[src/rtl/codec_responder.sv]
// rtl/codec_responder.sv - CODEC-side responder for the left-justified serial audio link
module codec_responder #(
  parameter int DATA_W      = 16,
  parameter int SYNC_STAGES = 2
) (
  input  logic              clk,
  input  logic              rst_n,
  input  logic              RSTn,
  input  logic              SCLK,
  input  logic              LRCLK,
  input  logic              SDin,
  output logic              SDout,
  input  logic [DATA_W-1:0] adc_lft,
  input  logic [DATA_W-1:0] adc_rht,
  output logic              adc_req,
  output logic [DATA_W-1:0] dac_lft,
  output logic [DATA_W-1:0] dac_rht,
  output logic              dac_vld,
  output logic              frm_err
);

  localparam int CNT_W = $clog2(DATA_W + 1);
  localparam logic [CNT_W-1:0] FULL = CNT_W'(DATA_W);

  typedef enum logic [1:0] {IDLE, SYNC, RUN} state_t;

  state_t                 state;
  logic [SYNC_STAGES-1:0] sclk_sync, lrck_sync, sdin_sync, rstn_sync;
  logic                   sclk_d, lrck_d;
  logic [DATA_W-1:0]      tx_shift, rx_shift, lft_hold, rht_q;
  logic [CNT_W-1:0]       bit_cnt;
  logic                   frame_ok;

  logic sclk_s, lrck_s, sdin_s, rstn_s;
  logic sclk_rise, sclk_fall, lr_rise, lr_fall;

  assign sclk_s    = sclk_sync[SYNC_STAGES-1];
  assign lrck_s    = lrck_sync[SYNC_STAGES-1];
  assign sdin_s    = sdin_sync[SYNC_STAGES-1];
  assign rstn_s    = rstn_sync[SYNC_STAGES-1];
  assign sclk_rise = sclk_s & ~sclk_d;
  assign sclk_fall = ~sclk_s & sclk_d;
  assign lr_rise   = lrck_s & ~lrck_d;
  assign lr_fall   = ~lrck_s & lrck_d;

  // Bring the pins into the clk domain and keep one extra flop for edge detection
  always_ff @(posedge clk or negedge rst_n) begin
    if (!rst_n) begin
      sclk_sync <= '0;
      lrck_sync <= '0;
      sdin_sync <= '0;
      rstn_sync <= '0;
      sclk_d    <= 1'b0;
      lrck_d    <= 1'b0;
    end else begin
      sclk_sync <= {sclk_sync[SYNC_STAGES-2:0], SCLK};
      lrck_sync <= {lrck_sync[SYNC_STAGES-2:0], LRCLK};
      sdin_sync <= {sdin_sync[SYNC_STAGES-2:0], SDin};
      rstn_sync <= {rstn_sync[SYNC_STAGES-2:0], RSTn};
      sclk_d    <= sclk_s;
      lrck_d    <= lrck_s;
    end
  end

  // Link FSM: frame sync, serial shift in/out, slot-end checks and pair hand-off
  always_ff @(posedge clk or negedge rst_n) begin
    if (!rst_n) begin
      state    <= IDLE;
      SDout    <= 1'b0;
      adc_req  <= 1'b0;
      dac_lft  <= '0;
      dac_rht  <= '0;
      dac_vld  <= 1'b0;
      frm_err  <= 1'b0;
      tx_shift <= '0;
      rx_shift <= '0;
      lft_hold <= '0;
      rht_q    <= '0;
      bit_cnt  <= '0;
      frame_ok <= 1'b0;
    end else if (!rstn_s) begin
      // CODEC reset from the core aborts any frame in flight
      state    <= IDLE;
      SDout    <= 1'b0;
      adc_req  <= 1'b0;
      dac_lft  <= '0;
      dac_rht  <= '0;
      dac_vld  <= 1'b0;
      frm_err  <= 1'b0;
      tx_shift <= '0;
      rx_shift <= '0;
      lft_hold <= '0;
      rht_q    <= '0;
      bit_cnt  <= '0;
      frame_ok <= 1'b0;
    end else begin
      adc_req <= 1'b0;
      dac_vld <= 1'b0;
      if (state == IDLE) begin
        state <= SYNC;
      end else if (lr_rise) begin
        // Frame boundary: close the previous frame (only if already running), open a new one
        if (state == RUN) begin
          if (bit_cnt == FULL && frame_ok) begin
            dac_lft <= lft_hold;
            dac_rht <= rx_shift;
            dac_vld <= 1'b1;
          end
          if (bit_cnt != FULL) frm_err <= 1'b1;
        end
        state    <= RUN;
        rht_q    <= adc_rht;
        adc_req  <= 1'b1;
        tx_shift <= adc_lft;
        SDout    <= adc_lft[DATA_W-1];
        rx_shift <= '0;
        bit_cnt  <= '0;
        frame_ok <= 1'b1;
      end else if (state == RUN) begin
        if (lr_fall) begin
          if (bit_cnt == FULL) begin
            lft_hold <= rx_shift;
          end else begin
            frm_err  <= 1'b1;
            frame_ok <= 1'b0;
          end
          tx_shift <= rht_q;
          SDout    <= rht_q[DATA_W-1];
          bit_cnt  <= '0;
        end else begin
          // Zero fill means SDout drops to 0 once the slot's bits are exhausted
          if (sclk_fall) begin
            tx_shift <= {tx_shift[DATA_W-2:0], 1'b0};
            SDout    <= tx_shift[DATA_W-2];
          end
          if (sclk_rise && bit_cnt < FULL) begin
            rx_shift <= {rx_shift[DATA_W-2:0], sdin_s};
            bit_cnt  <= bit_cnt + 1'b1;
          end
        end
      end
    end
  end

endmodule

[config.mk]
export PLATFORM = sky130hd
export DESIGN_NAME = codec_responder
export DESIGN_NICKNAME = d
export VERILOG_FILES = /design/src/rtl/codec_responder.sv
export SDC_FILE = /design/constraint.sdc
export NUM_CORES = 1
export LEC_CHECK = 0
export CORE_MARGIN = 8
export CORE_UTILIZATION = 40
export CTS_CLUSTER_DIAMETER = 50
export CTS_CLUSTER_SIZE = 30
export DETAILED_ROUTE_END_ITERATION = 8
export PLACE_DENSITY_LB_ADDON = 0.1
export SLEW_MARGIN = 10
export SYNTH_ARGS = -nofsm -noshare
export SYNTH_HDL_FRONTEND = slang
export SYNTH_SLANG_ARGS = --single-unit
[constraint.sdc]
create_clock -name clk -period 1.7 [get_ports clk]
set_input_delay 0.255 -clock clk [delete_from_list [all_inputs] [get_ports clk]]
set_output_delay 0.255 -clock clk [all_outputs]
set_load 0.01 [all_outputs]
==> results of run 1 <==
-- metal layers --
layer  vias up  share of wire [%]  global-route usage, %
li1       1868                  -                      -
met1      1979                 48                   22.3
met2       127                 45                   23.5
met3        15                6.4                   5.07
met4         0                1.5                   6.08
met5         -                  0                      0
-- path summary, 6_finish.rpt --
path	startpoint	endpoint	slack (ps)	depth (start not counted)
hold reg to reg	sclk_sync[0]	sclk_sync[1]	350	0
setup reg to reg	lrck_d	rx_shift[9]	30	6
max in group asynchronous	rst_n	dac_lft[13]	920	3
min in group clk	SDin	sdin_sync[0]	280	1
hold / removal	rst_n	rht_q[4]	210	2
setup / recovery	lrck_d	rx_shift[9]	30	6
-- synthesized netlist by cell type, drive strengths merged, types with 3 or more instances --
library cell  count  share of area [%]
buf              25                3.1
nand2            34                2.4
clkbuf           16                1.1
nor2              3               0.26
o211ai           17                2.4
mux2i            32                6.1
a22o             34                5.6
inv              21                1.5
ha                4               0.95
nor2b             3               0.35
nor4b             3               0.78
mux2             17                3.7
o21ai            34                3.2
nand3            37                3.5
dfrtp           117                 55
nand2b           17                2.0
a21oi            35                3.3
-- cells by family after synthesis --
group | Yosys count | synth area share, %
AOI/OAI and AO/OA | 128 | 16.3
DFF | 117 | 55.3
and+or+nand+nor | 112 | 11.8
buffers and inverters | 62 | 5.75
muxes | 49 | 9.82
adders and majority gates | 4 | 0.946
-- timing repair --
| action | 4_1_cts | 5_1_grt |
|---|---|---|
| cloned | 0 | 3 |
| buffers inserted | 0 | 4 |
| gates resized for setup | 3 | 16 |
| pin swaps | 0 | 5 |
| setup endpoints to repair | 39 | 81 |
| hold buffers | 1 | 0 |
| hold endpoints to repair | 117 | 0 |
-- sequential cells by signal (all words and copies together), names as in the netlist --
name and flops:
adc_req 1, dac_lft 16, lrck_sync 2, rstn_sync 2, frm_err 1, sdin_sync 2
frame_ok 1, tx_shift 15, bit_cnt 5, lrck_d 1, state 2, rht_q 16
dac_vld 1, sclk_sync 2, dac_rht 16, lft_hold 16, rx_shift 16, sclk_d 1
SDout 1
-- cell type report --
class,instances,share of cell area (%)
repair buffers,109,17.0
multi-input cells,293,30.0
flip-flops and latches,117,41.0
clock buffers,21,6.31
inverters,21,1.10
clock inverters,10,1.51
well taps,176,3.08
-- power groups by stage --
| stage | logic, mW | clock network (mW) | registers [mW] |
|---|---|---|---|
| final | 0.596 | 3.41 | 2.92 |
| after global routing | 0.651 | 3.60 | 2.93 |
| after CTS | 0.561 | 3.47 | 2.92 |
| after detailed placement | 0.552 | 0 | 2.97 |
| after global placement | 0.548 | 0 | 2.96 |
| after floorplan | 0.295 | 0 | 2.95 |
-- through the flow --
stage | instance area, um2 | setup slack [ps]
after floorplan | 5300 | 30.8
after global placement | 6360 | -115
after detailed placement | 6360 | -147
after CTS | 6950 | -25.3
after global routing | 7140 | -11.4
final | 7140 | 26.7
==> metrics.cfg, run 1 <==
[global_routing]
grt.total_usage_pct=16.3
antenna_found_initial=0
grt_pass1_wl_um=21500
grt_pass1_vias=4090
grt.overflow.total=0
grt_max_degree=68

[die]
rows=42
die-area_mm2=0.0172
ioPinCount=74
die_y_um=131
core_mm2=0.0131
dieWidth_um=131
start_util_pct=40.4

[placed_design]
portBuffers=73
place_hpwl_um=8310
gp_congestion=0.767
dp_cells=708

[cts]
insertion_delay_ps=420
cts_tree=done
root_buffer=clkbuf_16
htree_levels=4
cts_sinks=117
cts.path.max_buffers=2
path_clk_slew_ps=50
cts_buffers=17

[power_and_ir_drop]
power_density_mw_per_mm2=969
seqPwrFrac_pct=42.2
switching_share_pct=22.7
switching_power_mw=1.57
leakage_nw=3.01
clockPowerShare_pct=49.2
intPower_mw=5.35
comb_power_share_pct=8.6
ir_drop_uv=623
total_power_mw=6.92

[sta]
fin_crit_sh_pct=98.4
slew_headroom_pct=75.8
rsz0062_at_grt=yes
tightest_slew_ps=363
finalClockSkew_ps=6.93
fmax_mhz=598
finalSetupViolations=0
layout_min_cycle_time_ps=1670
slew_violations=0
hold_ws_ps=206
setup_tns_ps=0
finalHoldViolCount=0

[logic_synthesis]
syn_area_per_cell_um2=11.2
synthCells=472
synth_seq_cells=117
netlist_area_mm2=0.00529
yosys_warnings=0
synthFlopType=dfrtp_1
yosysUniqueCellTypes=46
synth-async-reset-ratio_pct=100
synth_edf_count=0
syn-num-nets=514
yosysSeqAreaShare_pct=55.3

[finish]
final_common_cell=dfrtp_1
nFillCells=1140
seq_area_mm2=0.00293
syn_to_final_growth_pct=35.0
multi_input_area_mm2=0.00214
final_cells=747
fin_util_pct=54.6
layout_common_cells=116 x dfrtp_1, 72 x clkdlybuf4s50_1, 37 x nand3_1
diodes=0
nNetsFinal=601
drive_gt1_share_pct=17.9

[setup_path]
worstSetupStartpointType=flop
critPathBufInv=2
end_kind=flop
crit_family=flip-flops
cp_max_fo=16
cp_slowest_cell=dfrtp_1
required_ps=2000
criticalPathCategory=reg2reg
cp.arrival_ps=1980
critical_path.max_stage_delay_ps=380
crit_chain=buf_4 -> ha_4 -> nor4b_2 -> o22ai_2 -> buf_12 -> a22o_1

[detailed_routing]
vias=3989
vias_per_cell=5.34
wirelength_um=13400
ant_nets=0
dr.pass1.iters=5
drt_iter0_markers=341
drc_errors=0
wl_per_cell_um=18.0

[run_status]
outcome=completed

[run]
cap_viol_max_count=0

[hold_path]
hold_path.class=in2async

Power figures use the tool's default switching activity.
==> inputs of run 2 (changes only) <==
Settings changed: GPL_ROUTABILITY_DRIVEN from default to 0.
Clock period 1.7 ns to 1.9 ns, I/O delays scaled along.
==> run 2 against run 1 <==
  * Sequential share of layout area grew 1.2 points
  * Critical path type unchanged
  * Worst setup slack gained 95 ps
  * Sequential power shrank 11%
  * Register-to-register slack gained 95 ps
  * Die area is the same
  * Combinational power shrank 22%
  * Power shrank 4.5%
  * Non-clock buffer count shrank 13
==> metrics.cfg, run 2 (synthesis gave the netlist of run 1 again) <==
[sta]
setup_ws_ps=122  ; +95.4 ps
finalHoldViolCount=0  ; unchanged
layout_min_cycle_time_ps=1780  ; +105 ps
fmax_mhz=562  ; -5.9%
setup_tns_ps=0  ; unchanged
slew_violations=0  ; unchanged
slew_headroom_pct=56.7  ; -19 points
fin_crit_sh_pct=93.6  ; -4.9 points
tightest_slew_ps=650  ; +287 ps
finalClockSkew_ps=12.4  ; +5.49 ps
finalSetupViolations=0  ; unchanged
rsz0062_at_grt=no

[power_and_ir_drop]
power_density_mw_per_mm2=953  ; -1.7%
clockPowerShare_pct=53.4  ; +4.2 points
ir_drop_uv=531  ; -15%
intPower_mw=5.26  ; -1.7%
leakage_nw=2.94  ; -2.4%
seqPwrFrac_pct=39.5  ; -2.7 points
switching_share_pct=20.5  ; -2.2 points
comb_power_share_pct=7.1  ; -1.5 points
switching_power_mw=1.36  ; -14%

[setup_path]
cp.arrival_ps=2110  ; +130 ps
reg2reg_depth=6  ; unchanged
timing.rr.start=bit_cnt[0]
worstSetupStartpointType=flop
cp_max_fo=16  ; unchanged
criticalPathCategory=reg2reg
r2r-end=lft_hold[15]
rrSetupSlack_ps=120  ; +100 ps
end_kind=flop
required_ps=2230  ; +230 ps

[hold_path]
hold_path.class=in2reg
hold_end=sdin_sync[0]
min-delay-start=SDin
min_path_cells=1

[placed_design]
place_hpwl_um=8110  ; -2.5%
place_area_mm2=0.00625  ; -1.7%
place_ws_ps=4.09  ; +151 ps
portBuffers=73  ; unchanged
dp_cells=702  ; -0.85%

[run_status]
outcome=completed

[global_routing]
top_usage_layer=met2
grt_max_degree=75  ; +10%
grt_pass1_vias=3979  ; -2.7%
use_met2_pct=23.7  ; +0.24 points
antenna_found_initial=0  ; unchanged
use_met1_pct=21.1  ; -1.2 points
grt.overflow.total=0  ; unchanged
grt_use_met3_pct=5.84  ; +0.77 points
grt.total_usage_pct=15.9  ; -0.31 points
grt_pass1_wl_um=20900  ; -2.4%

[finish]
nNetsFinal=588  ; -2.2%
syn_to_final_growth_pct=31.2
nFillCells=1139  ; -0.088%
fin_util_pct=53.0  ; -1.5 points
final_common_cell=dfrtp_1
layout_common_cells=116 x dfrtp_1, 72 x clkdlybuf4s50_1, 37 x nand3_1
final_cells=734  ; -1.7%
diodes=0  ; unchanged
fin_area_mm2=0.00694  ; -2.8%
drive_gt1_share_pct=14.3  ; -3.5 points

[die]
start_util_pct=40.4  ; unchanged
dieWidth_um=131  ; unchanged
ioPinCount=74  ; unchanged
core_mm2=0.0131  ; unchanged
rows=42  ; unchanged
die_y_um=131  ; unchanged
die-area_mm2=0.0172  ; unchanged

[detailed_routing]
drt_iter0_markers=230  ; -33%
vias_per_cell=5.24  ; -2.0%
drc_errors=0  ; unchanged
dr.pass1.iters=4  ; -1
vias=3843  ; -3.7%
wirelength_um=12600  ; -6.2%
wl_per_cell_um=17.1  ; -4.5%
ant_nets=0  ; unchanged

[cts]
insertion_delay_ps=410  ; about the same
path_clk_slew_ps=50  ; about the same
cts.path.max_buffers=2  ; unchanged
cts_buffers=17  ; unchanged
post-cts-setup-buffer-count=0  ; unchanged
htree_levels=4  ; unchanged
cts_sinks=117  ; unchanged
root_buffer=clkbuf_16
cts_tree=done

[run]
cap_viol_max_count=0  ; unchanged

==> run 2: how the worst max path moves through the flow <==
| stage | start | to | slack [ps] |
|---|---|---|---|
| floorplan | lrck_sync[1] | tx_shift[10] | 140 |
| global route | lrck_sync[1] | rx_shift[0] | 5 |
| detailed placement | lrck_sync[1] | rx_shift[7] | 4 |
| CTS | lrck_sync[1] | tx_shift[13] | 100 |
| finish | bit_cnt[0] | lft_hold[15] | 120 |
| global placement | lrck_sync[1] | rx_shift[11] | 90 |
==> run 2: worst max-delay path, cell delays in order, from the launching register on <==
cell       delay, ps
dfrtp_1          400
inv_1            100
ha_1             170
nand4bb_1        220
nor4b_4          360
buf_12           210
mux2i_1          220
==> run 2: area by class of cell <==
| class | instances | area [um2] | area share (%) |
|---|---|---|---|
| multi-input combinational | 293 | 2070 | 29.9 |
| clock buffer | 23 | 488 | 7.03 |
| inverter | 21 | 78.8 | 1.14 |
| clock inverter | 8 | 170 | 2.45 |
| sequential | 117 | 2930 | 42.2 |
| timing repair buffer | 96 | 982 | 14.2 |
| tap | 176 | 220 | 3.17 |
==> run 2: repair_timing <==
item                       CTS  global route
hold endpoints to repair   117             0
resized for setup            2             1
setup endpoints to repair    1             9
cloned                       0             0
pin swaps                    1             0
hold buffers                 1             0
==> run 2: power by group through the flow <==
stage | Clock (mW) | Combinational, mW | Sequential (mW)
after floorplan | 0 | 0.263 | 2.64
after detailed placement | 0 | 0.464 | 2.65
final | 3.53 | 0.466 | 2.61
after CTS | 3.60 | 0.476 | 2.61
after global routing | 3.72 | 0.516 | 2.62
after global placement | 0 | 0.460 | 2.65
==> run 2: per-stage QoR <==
stage          power, mW  hold WS, ps
3_3_place_gp        3.11          289
5_1_grt             6.86          299
3_5_place_dp        3.12          289
2_1_floorplan       2.90        -10.6
4_1_cts             6.69          299
6_report            6.61          311
==> run 2: metal layers <==
metal | vias to the layer above | part of all wire (%)
met4 | 0 | 0.79
met1 | 1909 | 48
met2 | 95 | 46
met3 | 8 | 5.9
met5 | - | 0
li1 | 1831 | -
==> inputs of run 3 (changes only) <==
Settings changed: RECOVER_POWER from default to 25.
Clock period 1.9 ns to 2.2 ns, I/O delays scaled along.
==> run 3 against run 2 <==
  * Critical path depth shrank 2
  * Final cell count shrank 0.14%
  * Die area is the same
  * Largest power group unchanged
  * Critical endpoint is now rx_shift[2]
  * Clock power shrank 18%
  * Highest routed layer unchanged
==> metrics.cfg, run 3 (synthesis gave the netlist of run 1 again) <==
[detailed_routing]
drt_iter0_markers=252  ; +9.6%
ant_nets=0  ; unchanged
dr.pass1.iters=5  ; +1
wl_per_cell_um=17.3  ; +0.91%
drc_errors=0  ; unchanged
vias_per_cell=5.19  ; -0.91%
vias=3803  ; -1.0%
wirelength_um=12700  ; +0.77%

[setup_path]
worstSetupStartpointType=flop
cp_max_fo=16  ; unchanged
cp_slowest_cell=o22ai_2
critical_path.max_stage_delay_ps=610  ; +210 ps
cp.arrival_ps=2350  ; +240 ps
critPathBufInv=0  ; -2
required_ps=2560  ; +330 ps
crit_family=compound AO/OA/AOI/OAI gates
criticalPathCategory=reg2reg
crit_chain=ha_1 -> mux2_4 -> o22ai_2 -> a22o_1
end_kind=flop

[global_routing]
grt_pass1_vias=4120  ; +3.5%
grt_pass1_wl_um=21900  ; +4.5%
grt_max_degree=54  ; -28%
grt.overflow.total=0  ; unchanged
grt.total_usage_pct=16.5  ; +0.54 points
antenna_found_initial=0  ; unchanged

[cts]
cts_sinks=117  ; unchanged
root_buffer=clkbuf_16
insertion_delay_ps=420  ; about the same
htree_levels=4  ; unchanged
cts_tree=done
cts_resized=0  ; -2
path_clk_slew_ps=50  ; about the same
cts.path.max_buffers=2  ; unchanged
cts_buffers=17  ; unchanged

[sta]
finalSetupViolations=0  ; unchanged
rsz0062_at_grt=no
fin_crit_sh_pct=90.4  ; -3.2 points
slew_violations=0  ; unchanged
slew_headroom_pct=39.9  ; -17 points
layout_min_cycle_time_ps=1990  ; +211 ps
finalHoldViolCount=0  ; unchanged
fmax_mhz=503  ; -11%
finalClockSkew_ps=9.15  ; -3.27 ps
tightest_slew_ps=901  ; +251 ps
setup_tns_ps=0  ; unchanged

[finish]
drive_gt1_share_pct=14.0  ; -0.33 points
syn_to_final_growth_pct=28.8
layout_common_cells=116 x dfrtp_1, 68 x clkdlybuf4s50_1, 37 x nand3_1
final_common_cell=dfrtp_1
diodes=0  ; unchanged
nNetsFinal=588  ; unchanged

[run_status]
outcome=completed

[die]
core_mm2=0.0131  ; unchanged
ioPinCount=74  ; unchanged
die-area_mm2=0.0172  ; unchanged
start_util_pct=40.4  ; unchanged
rows=42  ; unchanged
dieWidth_um=131  ; unchanged
die_y_um=131  ; unchanged

[hold_path]
hold_path.class=reg2reg

[power_and_ir_drop]
leakage_nw=2.90  ; -1.4%
total_power_mw=5.52  ; -16%
ir_drop_uv=526  ; -1.1%
power_density_mw_per_mm2=811  ; -15%

[placed_design]
place_hpwl_um=8390  ; +3.5%
portBuffers=73  ; unchanged

[run]
cap_viol_max_count=0  ; unchanged

-- run 3: cell count changes in the layout (fill, tap and decap cells not counted), sizes merged --
cell,before,now
clkdlybuf4s50,72,68
dlygate4sd3,1,5
buf,23,22
bufinv,5,4
clkbuf,23,22
clkinv,1,2
clkinvlp,2,3
-- run 3: what timing repair did --
item	4_1_cts	5_1_grt
setup buffers	0	0
endpoints found under the hold margin	24	0
hold buffers	1	0
-- run 3: final cells by class --
type | count | area [um2]
multi-input combinational | 293 | 2060
inverter | 21 | 78.8
timing repair buffer | 96 | 913
fill | 1162 | 6270
tap | 176 | 220
clock inverter | 9 | 153
clock buffer | 21 | 460
sequential | 117 | 2930
-- run 3: per-layer routing --
metal | wire, um | track usage, % | up-vias
met4 | 247 | 7.02 | 0
met1 | 6080 | 21.8 | 1890
met3 | 650 | 4.91 | 17
met2 | 5700 | 24.5 | 71
li1 | - | - | 1825
met5 | 0 | 0 | -
-- run 3: worst paths after layout --
path | slack (ps) | depth (start not counted) | from | endpoint
worst max register to register | 210 | 4 | lrck_sync[1] | rx_shift[2]
worst min-delay path | 350 | 0 | sclk_sync[0] | sclk_sync[1]
min in group asynchronous | 370 | 2 | rst_n | tx_shift[11]
worst min register to register | 350 | 0 | sclk_sync[0] | sclk_sync[1]
max in group asynchronous | 580 | 4 | rst_n | bit_cnt[3]
worst max-delay path | 210 | 4 | lrck_sync[1] | rx_shift[2]
-- run 3: where the power goes --
part	switching, mW	total, mW	internal [mW]
Sequential	0.0406	2.26	2.22
Clock	0.942	2.88	1.93
Combinational	0.198	0.389	0.191
Total	1.18	5.52	4.34
-- run 3: through the flow --
step                instances  area [um2]  setup slack (ps)  utilization (%)  hold slack, ps
floorplan                 472        5290               444                -            34.4
global placement          702        6200               261             47.4             272
detailed placement        702        6200               226             47.4             282
CTS                       733        6830               215             52.2             329
global route              733        6810              97.5             52.1             356
finish                    733        6810               211             52.1             350
==> RTL change, RTL diff (config.mk and constraints of run 3) <==
Encoding of `state_t`: now one-hot (3 bits for 3 states).
--- a/src/rtl/codec_responder.sv
+++ b/src/rtl/codec_responder.sv
@@ -23,5 +23,5 @@
   localparam logic [CNT_W-1:0] FULL = CNT_W'(DATA_W);
 
-  typedef enum logic [1:0] {IDLE, SYNC, RUN} state_t;
+  typedef enum logic [2:0] {IDLE = 3'b001, SYNC = 3'b010, RUN = 3'b100} state_t;
 
   state_t                 state;
Behaviour: same outputs for any inputs over 4 cycles, from zero or initial values and one cycle with rst_n low; so few cycles prove little.
==> RTL change against run 3 <==
Design area decreased by 2.0%. Area after synthesis decreased by 3.8%. Worst hold slack got worse by 0.0029 ns. Power increased by 0.30%. Setup slack got worse by 0.022 ns. Sequential cell count increased by 1. Wire length decreased by 12%. Critical endpoint is now lft_hold[12]. Highest routed layer unchanged.
==> RTL change: results <==
export IMPL_grt_usage=0.1450
export IMPL_synth_compound_area_frac=0.1419
export IMPL_crit_slowest_cell="dfrtp_1"
export IMPL_grt_pass1_wl_mm=18.84
export IMPL_nets=580
export IMPL_yosys_warnings=0
export IMPL_ys_types=41
export IMPL_grt_max_degree=39
export IMPL_layout_drive_gt1_share=0.1236
export IMPL_finClkSkew_ns=0.006304
export IMPL_leakagePower_nw=3.048
export IMPL_syn_nets=491
export IMPL_gr_usage_met3=0.05461
export IMPL_tns_ns=0
export IMPL_holdWs_ns=0.3473
export IMPL_antenna_cells=0
export IMPL_worstRegToRegCells=6
export IMPL_slew_headroom=0.3413
export IMPL_dp_worst_setup_slack_ns=0.03401
export IMPL_r2r_start="bit_cnt[0]"
export IMPL_place_area_sq_um=6063
export IMPL_first_iter_violations=274
export IMPL_peakVddDrop_v=0.0004870
export IMPL_synthAdderAreaFrac=0.009838
export IMPL_crit_arrival_ns=2.30
export IMPL_wirelength_mm=11.16
export IMPL_ys_top_cells_by_count="dfrtp_1 (117), nand2_1 (77), a22o_1 (47), mux2i_1 (42), inv_1 (29)"
export IMPL_insertion_delay_ns=0.41
export IMPL_use_met1=0.1772
export IMPL_dp_hpwl_mm=7.535
export IMPL_first_pass_iters=4
export IMPL_synth_area_leaders="dfrtp_1 (58%), mux2i_1 (8.3%), a22o_1 (8.1%), nand2_1 (5.7%), a21boi_0 (2.2%)"
export IMPL_crit_path_max_fanout=15
export IMPL_grtUsageMet2=0.2269
export IMPL_htree_num_levels=4
export IMPL_outcome="finished, final reports clean"
export IMPL_reg2reg_to="lft_hold[12]"
export IMPL_muxShareOfSynthArea=0.1026
export IMPL_grt_pass1_vias=3793
export IMPL_fillerInstances=1204
export IMPL_yosysSeqAreaShare=0.5807
export IMPL_numPortBuffers=73
export IMPL_crit_family="simple AND/OR/NAND/NOR gates"
export IMPL_r2r_setup_slack_ns=0.19
export IMPL_synthXorXnorAreaFrac=0
export IMPL_antenna_found_initial=0
export IMPL_drt_vias_per_instance=4.939
export IMPL_slowest_delay_ns=0.42
export IMPL_cts_clk_slew_worst_paths_ns=0.05
RTL change: cell type report:
| class | count | share of cell area |
|---|---|---|
| sequential | 118 | 0.4423 |
| multi-input combinational | 271 | 0.2765 |
| timing repair buffer | 101 | 0.1457 |
| clock buffer | 21 | 0.06744 |
| tap | 172 | 0.03222 |
| clock inverter | 10 | 0.01948 |
| inverter | 29 | 0.01630 |
RTL change: per-layer routing:
metal	wire (microns)	vias to the layer above
li1	-	1722
met1	5257	1756
met2	5182	74
met3	565	14
met4	157	0
met5	0	-
RTL change: through the flow:
step / util / cells
6_report: 0.5336 / 722
5_1_grt: 0.5336 / 722
4_1_cts: 0.5316 / 718
3_5_place_dp: 0.4844 / 686
3_3_place_gp: 0.4844 / 686
2_1_floorplan: - / 449
RTL change: report_power, final:
group	leakage [nW]	switching, mW	total (mW)	internal (mW)
sequential	1.61	0.0569	2.31	2.26
combinational	1.16	0.260	0.505	0.245
clock	0.282	0.931	2.72	1.79
total	3.05	1.25	5.54	4.29
RTL change: how the worst max path moves through the flow:
stage	to	from	depth (start not counted)	slack [ns]
3_5_place_dp	rx_shift[1]	lrck_d	6	0.03
2_1_floorplan	rx_shift[11]	lrck_d	7	0.29
3_3_place_gp	rx_shift[1]	lrck_d	6	0.11
6_report	lft_hold[12]	bit_cnt[0]	6	0.19
4_1_cts	rx_shift[1]	lrck_d	6	0.02
5_1_grt	dac_lft[10]	rst_n	3	0.03
RTL change: what timing repair did:
action | 4_1_cts | 5_1_grt
hold endpoints to repair | 35 | 0
hold buffers | 1 | 0
gates resized for setup | 0 | 0
setup buffers | 0 | 4
endpoints found under the setup margin | 0 | 8
